**src/rtl/pipe_stage_chain_if.sv**
```systemverilog
// Bundle of the pipeline-register chain signals: fetch handshake, the
// per-boundary next-payload bus, stall/flush requests, the registered
// payload/valid/advance outputs and the three performance counters.
// The master side is the surrounding CPU datapath; the slave side is the
// register chain itself.
interface pipe_stage_chain_if #(
   parameter int NUM_STAGES = 4,
   parameter int PAYLOAD_W  = 160,
   parameter int CNT_W      = 32
);

   logic                            in_valid;
   logic                            in_ready;
   logic [NUM_STAGES*PAYLOAD_W-1:0] stage_d;
   logic [NUM_STAGES-1:0]           stall_req;
   logic [NUM_STAGES-1:0]           flush_req;
   logic [NUM_STAGES*PAYLOAD_W-1:0] stage_q;
   logic [NUM_STAGES-1:0]           valid_q;
   logic [NUM_STAGES-1:0]           adv_q;
   logic [CNT_W-1:0]                stall_cnt;
   logic [CNT_W-1:0]                flush_cnt;
   logic [CNT_W-1:0]                retire_cnt;

   modport master (
      output in_valid,
      output stage_d,
      output stall_req,
      output flush_req,
      input  in_ready,
      input  stage_q,
      input  valid_q,
      input  adv_q,
      input  stall_cnt,
      input  flush_cnt,
      input  retire_cnt
   );

   modport slave (
      input  in_valid,
      input  stage_d,
      input  stall_req,
      input  flush_req,
      output in_ready,
      output stage_q,
      output valid_q,
      output adv_q,
      output stall_cnt,
      output flush_cnt,
      output retire_cnt
   );

endinterface

```
**src/rtl/pipe_stage_chain.sv**
```systemverilog
// Parametrised chain of pipeline registers. Register k sits between stage k
// and stage k+1 and carries a payload word plus a valid bit. The highest set
// stall bit freezes every register at or below it and injects a bubble into
// the register just above it; the highest set flush bit kills every register
// at or below it and takes priority over any stall.
// Optional feature macro: PIPE_PERF_CNT_EN builds saturating stall, flush and
// retire counters; without it those outputs are tied to zero.
module pipe_stage_chain #(
   parameter int NUM_STAGES = 4,
   parameter int PAYLOAD_W  = 160,
   parameter int CNT_W      = 32
) (
   input logic                clk,
   input logic                rst,
   pipe_stage_chain_if.slave  bus
);

   logic [NUM_STAGES-1:0][PAYLOAD_W-1:0] r_stageQ;
   logic [NUM_STAGES-1:0]                r_validQ;
   logic [NUM_STAGES-1:0]                r_advQ;

   logic [NUM_STAGES-1:0][PAYLOAD_W-1:0] w_stageD;
   logic [NUM_STAGES-1:0]                w_kill;
   logic [NUM_STAGES-1:0]                w_hold;
   logic [NUM_STAGES-1:0]                w_bubble;
   logic [NUM_STAGES-1:0]                w_validSrc;

   assign w_stageD = bus.stage_d;

   // Each advancing register takes its valid bit from the register below it;
   // register 0 takes the fetch valid.
   assign w_validSrc = {r_validQ[NUM_STAGES-2:0], bus.in_valid};

   // Register k is killed when any flush bit at index k or above is set and
   // frozen when any stall bit at index k or above is set, which is exactly
   // "k is at or below the highest set bit". The bubble lands on the register
   // whose immediate lower neighbour carries the highest stall bit.
   for (genvar k = 0; k < NUM_STAGES; k++) begin : g_ctrl
      assign w_kill[k] = |(bus.flush_req >> k);
      assign w_hold[k] = |(bus.stall_req >> k);
      if (k == 0) begin : g_noBubble
         assign w_bubble[k] = 1'b0;
      end else begin : g_bubble
         assign w_bubble[k] = bus.stall_req[k-1] & ~w_hold[k];
      end
   end

   // Fetch may only hand over a new instruction when nothing stalls or flushes.
   assign bus.in_ready = ~(|bus.stall_req) & ~(|bus.flush_req);

   // Per-register update in priority order: flush, stall hold, bubble, advance.
   // A flushed register keeps its stale payload; only its valid bit drops.
   always_ff @(posedge clk or negedge rst) begin
      if (!rst) begin
         r_stageQ <= '0;
         r_validQ <= '0;
         r_advQ   <= '0;
      end else begin
         for (int j = 0; j < NUM_STAGES; j++) begin
            if (w_kill[j]) begin
               r_validQ[j] <= 1'b0;
               r_advQ[j]   <= 1'b0;
            end else if (w_hold[j]) begin
               r_advQ[j]   <= 1'b0;
            end else if (w_bubble[j]) begin
               r_stageQ[j] <= w_stageD[j];
               r_validQ[j] <= 1'b0;
               r_advQ[j]   <= 1'b1;
            end else begin
               r_stageQ[j] <= w_stageD[j];
               r_validQ[j] <= w_validSrc[j];
               r_advQ[j]   <= 1'b1;
            end
         end
      end
   end

   assign bus.stage_q = r_stageQ;
   assign bus.valid_q = r_validQ;
   assign bus.adv_q   = r_advQ;

`ifdef PIPE_PERF_CNT_EN
   logic [CNT_W-1:0] r_stallCnt;
   logic [CNT_W-1:0] r_flushCnt;
   logic [CNT_W-1:0] r_retireCnt;
   logic             w_retire;

   // A word retires when the last register holds a valid word and is neither
   // frozen by its own stall bit nor killed by a whole-chain flush.
   assign w_retire = r_validQ[NUM_STAGES-1] & ~bus.stall_req[NUM_STAGES-1]
                   & ~bus.flush_req[NUM_STAGES-1];

   // Saturating event counters; they stick at all-ones until the next reset.
   always_ff @(posedge clk or negedge rst) begin
      if (!rst) begin
         r_stallCnt  <= '0;
         r_flushCnt  <= '0;
         r_retireCnt <= '0;
      end else begin
         if ((|bus.stall_req) && !(&r_stallCnt)) begin
            r_stallCnt <= r_stallCnt + CNT_W'(1);
         end
         if ((|bus.flush_req) && !(&r_flushCnt)) begin
            r_flushCnt <= r_flushCnt + CNT_W'(1);
         end
         if (w_retire && !(&r_retireCnt)) begin
            r_retireCnt <= r_retireCnt + CNT_W'(1);
         end
      end
   end

   assign bus.stall_cnt  = r_stallCnt;
   assign bus.flush_cnt  = r_flushCnt;
   assign bus.retire_cnt = r_retireCnt;
`else
   // Counter logic is not built; the ports remain and read as zero.
   assign bus.stall_cnt  = '0;
   assign bus.flush_cnt  = '0;
   assign bus.retire_cnt = '0;
`endif

endmodule

```
**src/flat_wrapper.sv**
```systemverilog
// flat-port wrapper written by rule: the top's interface ports become plain ports
module pipe_stage_chain_flat 
#(
   parameter int NUM_STAGES = 4,
   parameter int PAYLOAD_W  = 160,
   parameter int CNT_W      = 32
)
  (clk, rst, bus_in_valid, bus_stage_d, bus_stall_req, bus_flush_req, bus_in_ready, bus_stage_q, bus_valid_q, bus_adv_q, bus_stall_cnt, bus_flush_cnt, bus_retire_cnt);
  pipe_stage_chain_if #(.NUM_STAGES(NUM_STAGES), .PAYLOAD_W(PAYLOAD_W), .CNT_W(CNT_W)) bus_i ();
  input logic clk;
  input logic rst;
  input wire logic [$bits(bus_i.in_valid)-1:0] bus_in_valid;
  input wire logic [$bits(bus_i.stage_d)-1:0] bus_stage_d;
  input wire logic [$bits(bus_i.stall_req)-1:0] bus_stall_req;
  input wire logic [$bits(bus_i.flush_req)-1:0] bus_flush_req;
  output wire logic [$bits(bus_i.in_ready)-1:0] bus_in_ready;
  output wire logic [$bits(bus_i.stage_q)-1:0] bus_stage_q;
  output wire logic [$bits(bus_i.valid_q)-1:0] bus_valid_q;
  output wire logic [$bits(bus_i.adv_q)-1:0] bus_adv_q;
  output wire logic [$bits(bus_i.stall_cnt)-1:0] bus_stall_cnt;
  output wire logic [$bits(bus_i.flush_cnt)-1:0] bus_flush_cnt;
  output wire logic [$bits(bus_i.retire_cnt)-1:0] bus_retire_cnt;
  assign bus_i.in_valid = bus_in_valid;
  assign bus_i.stage_d = bus_stage_d;
  assign bus_i.stall_req = bus_stall_req;
  assign bus_i.flush_req = bus_flush_req;
  assign bus_in_ready = bus_i.in_ready;
  assign bus_stage_q = bus_i.stage_q;
  assign bus_valid_q = bus_i.valid_q;
  assign bus_adv_q = bus_i.adv_q;
  assign bus_stall_cnt = bus_i.stall_cnt;
  assign bus_flush_cnt = bus_i.flush_cnt;
  assign bus_retire_cnt = bus_i.retire_cnt;
  pipe_stage_chain #(.NUM_STAGES(NUM_STAGES), .PAYLOAD_W(PAYLOAD_W), .CNT_W(CNT_W)) u_core (.clk(clk), .rst(rst), .bus(bus_i));
endmodule
```
**config.mk**
```make
export PLATFORM = sky130hd
export DESIGN_NAME = pipe_stage_chain_flat
export DESIGN_NICKNAME = d
export VERILOG_FILES = /design/src/rtl/pipe_stage_chain_if.sv /design/src/rtl/pipe_stage_chain.sv /design/src/flat_wrapper.sv
export SDC_FILE = /design/constraint.sdc
export NUM_CORES = 1
export LEC_CHECK = 0
export CAP_MARGIN = 10
export CORE_AREA = 5 5 548 550
export DETAILED_ROUTE_END_ITERATION = 10
export DIE_AREA = 0 0 553 555
export GPL_ROUTABILITY_DRIVEN = 0
export HOLD_SLACK_MARGIN = 0.03
export PLACE_DENSITY = 0.34
export SLEW_MARGIN = 20
export SYNTH_ARGS = -nofsm -noshare
export SYNTH_HDL_FRONTEND = slang
export SYNTH_SLANG_ARGS = --single-unit
```
**constraint.sdc**
```tcl
create_clock -name clk -period 1.68 [get_ports clk]
set_clock_uncertainty 0.05 [all_clocks]
set_input_delay 0.168 -clock clk [delete_from_list [all_inputs] [get_ports clk]]
set_output_delay 0.168 -clock clk [all_outputs]
set_load 0.03 [all_outputs]
```
==> summary.txt, run 1 <==
Run status
  – Status: finished, violations left
  – Failing checks: setup timing

Floorplanning
  – Die Y: 555 µm
  – Core ar.: 295,000 µm²
  – Initial Util: 8.34%
  – IO Pins: 1,396
  – Die W: 553 µm
  – Die ar.: 307,000 µm²
  – Site Rows: 200

STA
  – Final Hold Viols: 0
  – Hold Slack: 0.0766 ns
  – Worst slew pin tran: 0.601 ns
  – Unrepaired setup endpoints after global routing: true
  – Final Critical Period: 1.74 ns
  – Slew HR: 59.9%
  – Fmax: 0.575 GHz
  – Final setup fails: 1
  – Final Cycle Share: 103%
  – Final worst slack: -0.0580 ns
  – Slew Viols, Final: 0

Setup path
  – Startpoint Class: input pin
  – CP required: 1.46 ns
  – CP max stage cell: or3_4
  – CP Class: input pin to output port
  – CP cell instances: buf_6 > or3_4 > nor4_4 > buf_12 > buf_16 > buf_8
  – Critical Path Sink Type: output port
  – Crit Path Max Fanout: 3
  – Crit path DAT: 1.52 ns
  – Max incr delay on CP: 0.48 ns

Clock network
  – Worst-path clk slew: 0.05 ns
  – TritonCTS buffer count: 94
  – Clock root buffer: clkbuf_16
  – H-Tree Depth: 3
  – Clock sinks: 648
  – CTS tree: done
  – Worst skew pair latency: 0.80 ns
  – Max clock buf depth: 4

Synth
  – Mapped Area: 24,600 µm²
  – Post-Synth Adder-Cell Area: 0%
  – Register bit count reported by yosys: 648
  – Netlist cell types: 20
  – Xor and xnor area share after synthesis: 0%
  – Cells after synthesis: 1,472
  – Compound-Gate Fraction of Synth Area: 0.0508%
  – Multiplexer share of the synthesized area: 29.4%
  – Yosys warns: 0
  – Syn avg cell area: 16.7 µm²
  – Synth Area in Simple Gates: 0.391%
  – Sequential area share after synthesis: 65.9%
  – Largest family of logic cells by synthesized area: multiplexers

Route
  – Top routing layer used: met5
  – WL final: 187 mm
  – Mean routed wirelength per cell: 24.7 µm
  – DRT iter0 DRCs: 607
  – ANT nets after route: 0
  – Met3 WL: 31.2 mm
  – Drt pass-1 iters: 4
  – DR DRC count: 0
  – Met1 WL: 65.5 mm
  – Routed vias/inst: 2.74
  – Routed wl met2: 85.7 mm
  – DR vias: 20,800

Pwr
  – Leakage: 22.2 nW
  – Overall Power: 0.0587 W
  – Pwr/cell area: 1140 nW/µm²
  – Maximum vdd drop: 0.000703 V

Cells and area
  – Most frequent cells in the layout: 642 x clkdlybuf4s50_1, 634 x dfrtp_1, 623 x dlygate4sd3_1
  – Final cell area excluding filler cells: 51,600 µm²
  – Synth-to-Final Area Change: 110%
  – Most common cell after layout, fill and taps aside: clkdlybuf4s50_1
  – Final nets: 4,197
  – FILL cells: 32,600
  – Reg area: 16,200 µm²
  – Share of cells above drive strength 1: 41.6%
  – Multi-input gate area: 7750 µm²

Hold path
  – Hold crit path type: input pin to flip-flop

Placement
  – Place WS: -1.16 ns
  – Buffers on Ports: 1,299
  – Placed cell area: 42,500 µm²
  – Post-DP HPWL: 160 mm

Global route
  – Largest net degree at the start of global routing: 87
  – First-pass GRT wire length: 241 mm
  – Tot GR Track Use: 11.8%
  – Vias in the first global route: 23,500
  – Antenna violations before repair: 123
  – GRT overflow: 0

Flow run
  – Number of max-cap violations: 0
[registers in the layout, summed over array words and instances, names as in the netlist]
signal              count
u_core.bus.valid_q      4
u_core.bus.adv_q        4
u_core.bus.stage_q    640
[per-layer routing]
metal | up-vias | GRT usage [%]
met2 | 1111 | 19.3
li1 | 9204 | -
met1 | 10100 | 12.1
met5 | - | 0
met4 | 62 | 2.41
met3 | 295 | 8.88
[layout make-up]
| cell class | instances | share of cell area [%] |
|---|---|---|
| timing repair buffer | 2048 | 38.1 |
| clock buffer | 132 | 5.23 |
| antenna | 35 | 0.170 |
| sequential | 648 | 31.5 |
| tap | 3939 | 9.55 |
| multi-input combinational | 754 | 15.0 |
| clock inverter | 28 | 0.504 |
[Yosys cell counts]
cell type  instances  share of area, %
dfrtp_1          648                66
mux2_2           551                25
buf_4            106               3.2
mux2_1            89               4.1
buf_2             33              0.67
clkbuf_1          25              0.38
nor2_1             4             0.061
mux2i_1            2             0.081
nor3_1             2             0.041
or3_1              2             0.051
a21oi_1            1             0.020
a22oi_1            1             0.031
buf_1              1             0.015
conb_1             1             0.015
nand2_1            1             0.015
nor2b_1            1             0.025
nor4_1             1             0.025
nor4_2             1             0.051
nor4_4             1             0.086
or3b_2             1             0.036
[logic make-up after synthesis]
logic type	Yosys count
AOI/OAI and AO/OA	2
buffers and inverters	165
DFF	648
muxes	642
other	1
and+or+nand+nor	14
[critical path: cells and delay by family]
family | cells | cell delay (ns)
buffers and inverters | 4 | 0.49
AND/OR/NAND/NOR | 2 | 0.81
[metrics by stage]
stage               std cells  TNS (ns)  utilization [%]
global route             7558     -1.84             17.5
CTS                      7531     -6.23             17.3
floorplan                1567    -25.25                -
detailed placement       6738   -590.34             14.4
finish                   7584   -0.0580             17.5
global placement         6738   -604.85             14.4
[path summary, 6_finish.rpt]
kind,startpoint,endpoint,slack [ns],cells after the start
min in group asynchronous,rst,u_core.bus.stage_q[325],0.17,3
max in group asynchronous,rst,u_core.bus.stage_q[482],0.77,3
min,bus_stage_d[47],u_core.bus.stage_q[47],0.08,2
min reg2reg,u_core.bus.stage_q[120],u_core.bus.stage_q[120],0.43,1
max reg2reg,u_core.bus.valid_q[1],u_core.bus.valid_q[2],0.48,4
max,bus_flush_req[2],bus_in_ready,-0.06,6
[power by group]
part / switching, W / internal (W)
clock network: 0.00819 / 0.0116
logic: 0.0113 / 0.00781
registers: 0.00167 / 0.0181
[what timing repair did]
| action | CTS | global route |
|---|---|---|
| buffers inserted | 13 | 16 |
| cloned | 1 | 0 |
| pin swaps | 2 | 2 |
| gates resized for setup | 2267 | 127 |
| hold endpoints to repair | 1261 | 5 |
| hold buffers | 620 | 3 |
| setup endpoints to repair | 964 | 235 |
Power figures use the tool's default switching activity.
==> run 2: changes to the inputs <==
CORE_AREA = 5 5 546 548   (was 5 5 548 550)
DIE_AREA = 0 0 551 553   (was 0 0 553 555)
DONT_BUFFER_PORTS = 1   (was default)
PLACE_DENSITY = 0.3   (was 0.34)
==> run 2 against run 1 <==
Net effect: synthesized area unchanged; the flow now stops in clock tree synthesis (4_1_cts); synthesized cell count unchanged.
==> summary.txt, run 2 <==
Clock network
  – Postcts setup bufs: 34 (+21)
  – TritonCTS buffer count: 97 (+3.2%)
  – H-Tree Depth: 3 (unchanged)
  – Post-CTS resize count: 380 (-83%)
  – Max clock buf depth: 4 (unchanged)
  – Clock root buffer: clkbuf_16
  – Clock sinks: 648 (unchanged)
  – CTS Hold Bufs: 1,164 (+88%)

Placement
  – Placed cells: 5,614 (-17%)
  – Post-DP HPWL: 148 mm (-7.5%)
  – Placed cell area: 31,300 µm² (-26%)
  – Buffers on Ports: 0 (-100%)

Synth
  – Post-synth EDFFs: 0 (unchanged)
  – Top post-synthesis cells by count: 648 x dfrtp_1, 551 x mux2_2, 106 x buf_4
  – Sequential area share after synthesis: 65.9% (unchanged)
  – Netlist cell types: 20 (unchanged)
  – Syn avg cell area: 16.7 µm² (unchanged)
  – Top post-synthesis cells by area: dfrtp_1 66%, mux2_2 25%, mux2_1 4.1%
  – Most used DFF post-synth: dfrtp_1
  – Post-synth top area share: 65.9% (unchanged)
  – Async set-reset flop share out of synthesis: 100% (unchanged)
  – Count leader, synth: dfrtp_1
  – Mapped Area: 24,600 µm² (unchanged)
  – Yosys warns: 0 (unchanged)
  – Cells after synthesis: 1,472 (unchanged)
  – Cell taking the most area after synthesis: dfrtp_1
  – Register bit count reported by yosys: 648 (unchanged)

Floorplanning
  – Die W: 551 µm (-0.36%)
  – Initial Util: 8.41% (+0.078 points)
  – Die Y: 553 µm (-0.36%)
  – IO Pins: 1,396 (unchanged)
  – Site Rows: 199 (-0.50%)

Run status
  – Status: aborted with a tool error
  – Failing step: clock tree synthesis (4_1_cts)
  – Error: [ERROR RSZ-0060] Max buffer count reached.
run 2: cell counts after synthesis:
Identical to the previous run, type by type.
run 2: logic make-up after synthesis:
kind of cell	Yosys count	synth area share (%)
buffers and inverters	165	4.30
AOI/OAI and AO/OA	2	0.0508
DFF	648	65.9
other	1	0.0152
and+or+nand+nor	14	0.391
muxes	642	29.4
run 2: metrics by stage:
stage / TNS [ns] / hold WS (ns) / setup WS [ns]
2_1_floorplan: -25.25 / -0.178 / -0.166
3_3_place_gp: -171.34 / -0.150 / -0.604
3_5_place_dp: -165.61 / -0.153 / -0.575
==> run 3: changes to the inputs <==
CORE_AREA = 5 5 541 543   (was 5 5 546 548)
DIE_AREA = 0 0 546 548   (was 0 0 551 553)
HOLD_SLACK_MARGIN = default   (was 0.03)
PLACE_DENSITY = default   (was 0.3)
PLACE_DENSITY_LB_ADDON = 0.15   (was default)
==> run 3 against run 2 <==
Net effect: synthesized area unchanged; the run again fails in clock tree synthesis (4_1_cts); synthesized cell count unchanged.
==> summary.txt, run 3 <==
Run status
  – Status: aborted with a tool error
  – Failing step: clock tree synthesis (4_1_cts)
  – Error: [ERROR RSZ-0060] Max buffer count reached.

Synth
  – Top post-synthesis cells by area: dfrtp_1 66%, mux2_2 25%, mux2_1 4.1%
  – Synth Area in Simple Gates: 0.391% (unchanged)
  – Cells after synthesis: 1,472 (unchanged)
  – Largest family of logic cells by synthesized area: multiplexers
  – Xor and xnor area share after synthesis: 0% (unchanged)
  – Post-synth top area share: 65.9% (unchanged)
  – Syn avg cell area: 16.7 µm² (unchanged)
  – Sequential area share after synthesis: 65.9% (unchanged)
  – Async set-reset flop share out of synthesis: 100% (unchanged)
  – Netlist cell types: 20 (unchanged)
  – Yosys warns: 0 (unchanged)
  – Top post-synthesis cells by count: 648 x dfrtp_1, 551 x mux2_2, 106 x buf_4
  – Register bit count reported by yosys: 648 (unchanged)
  – Cell taking the most area after synthesis: dfrtp_1
  – Post-synth EDFFs: 0 (unchanged)
  – Multiplexer share of the synthesized area: 29.4% (unchanged)
  – Most used DFF post-synth: dfrtp_1
  – Count leader, synth: dfrtp_1
  – Mapped Area: 24,600 µm² (unchanged)
  – Post-Synth Adder-Cell Area: 0% (unchanged)
  – Compound-Gate Fraction of Synth Area: 0.0508% (unchanged)

Clock network
  – Post-CTS resize count: 289 (-24%)
  – TritonCTS buffer count: 92 (-5.2%)
  – Clock sinks: 648 (unchanged)
  – Clock root buffer: clkbuf_16
  – Max clock buf depth: 4 (unchanged)
  – Postcts setup bufs: 41 (+21%)
  – H-Tree Depth: 3 (unchanged)
  – CTS Hold Bufs: 1,123 (-3.5%)

Floorplanning
  – Die W: 546 µm (-0.91%)
  – IO Pins: 1,396 (unchanged)
  – Die Y: 548 µm (-0.90%)
  – Site Rows: 197 (-1.0%)
  – Initial Util: 8.57% (+0.16 points)

Placement
  – Post-DP HPWL: 128 mm (-14%)
  – Buffers on Ports: 0 (unchanged)
==> run 3: cell counts after synthesis <==
No cell type changed its count.
==> run 3: kinds of logic after synthesis <==
logic type             after synthesis
AOI/OAI and AO/OA                    2
DFF                                648
and+or+nand+nor                     14
other                                1
buffers and inverters              165
muxes                              642
==> run 3: stage by stage <==
| step | cell area [µm²] | util (%) | setup WS [ns] | hold WS, ns | cells |
|---|---|---|---|---|---|
| 3_5_place_dp | 30600 | 10.7 | -0.466 | -0.148 | 5410 |
| 3_3_place_gp | 30600 | 10.7 | -0.477 | -0.148 | 5410 |
| 2_1_floorplan | 25100 | - | -0.166 | -0.178 | 1567 |
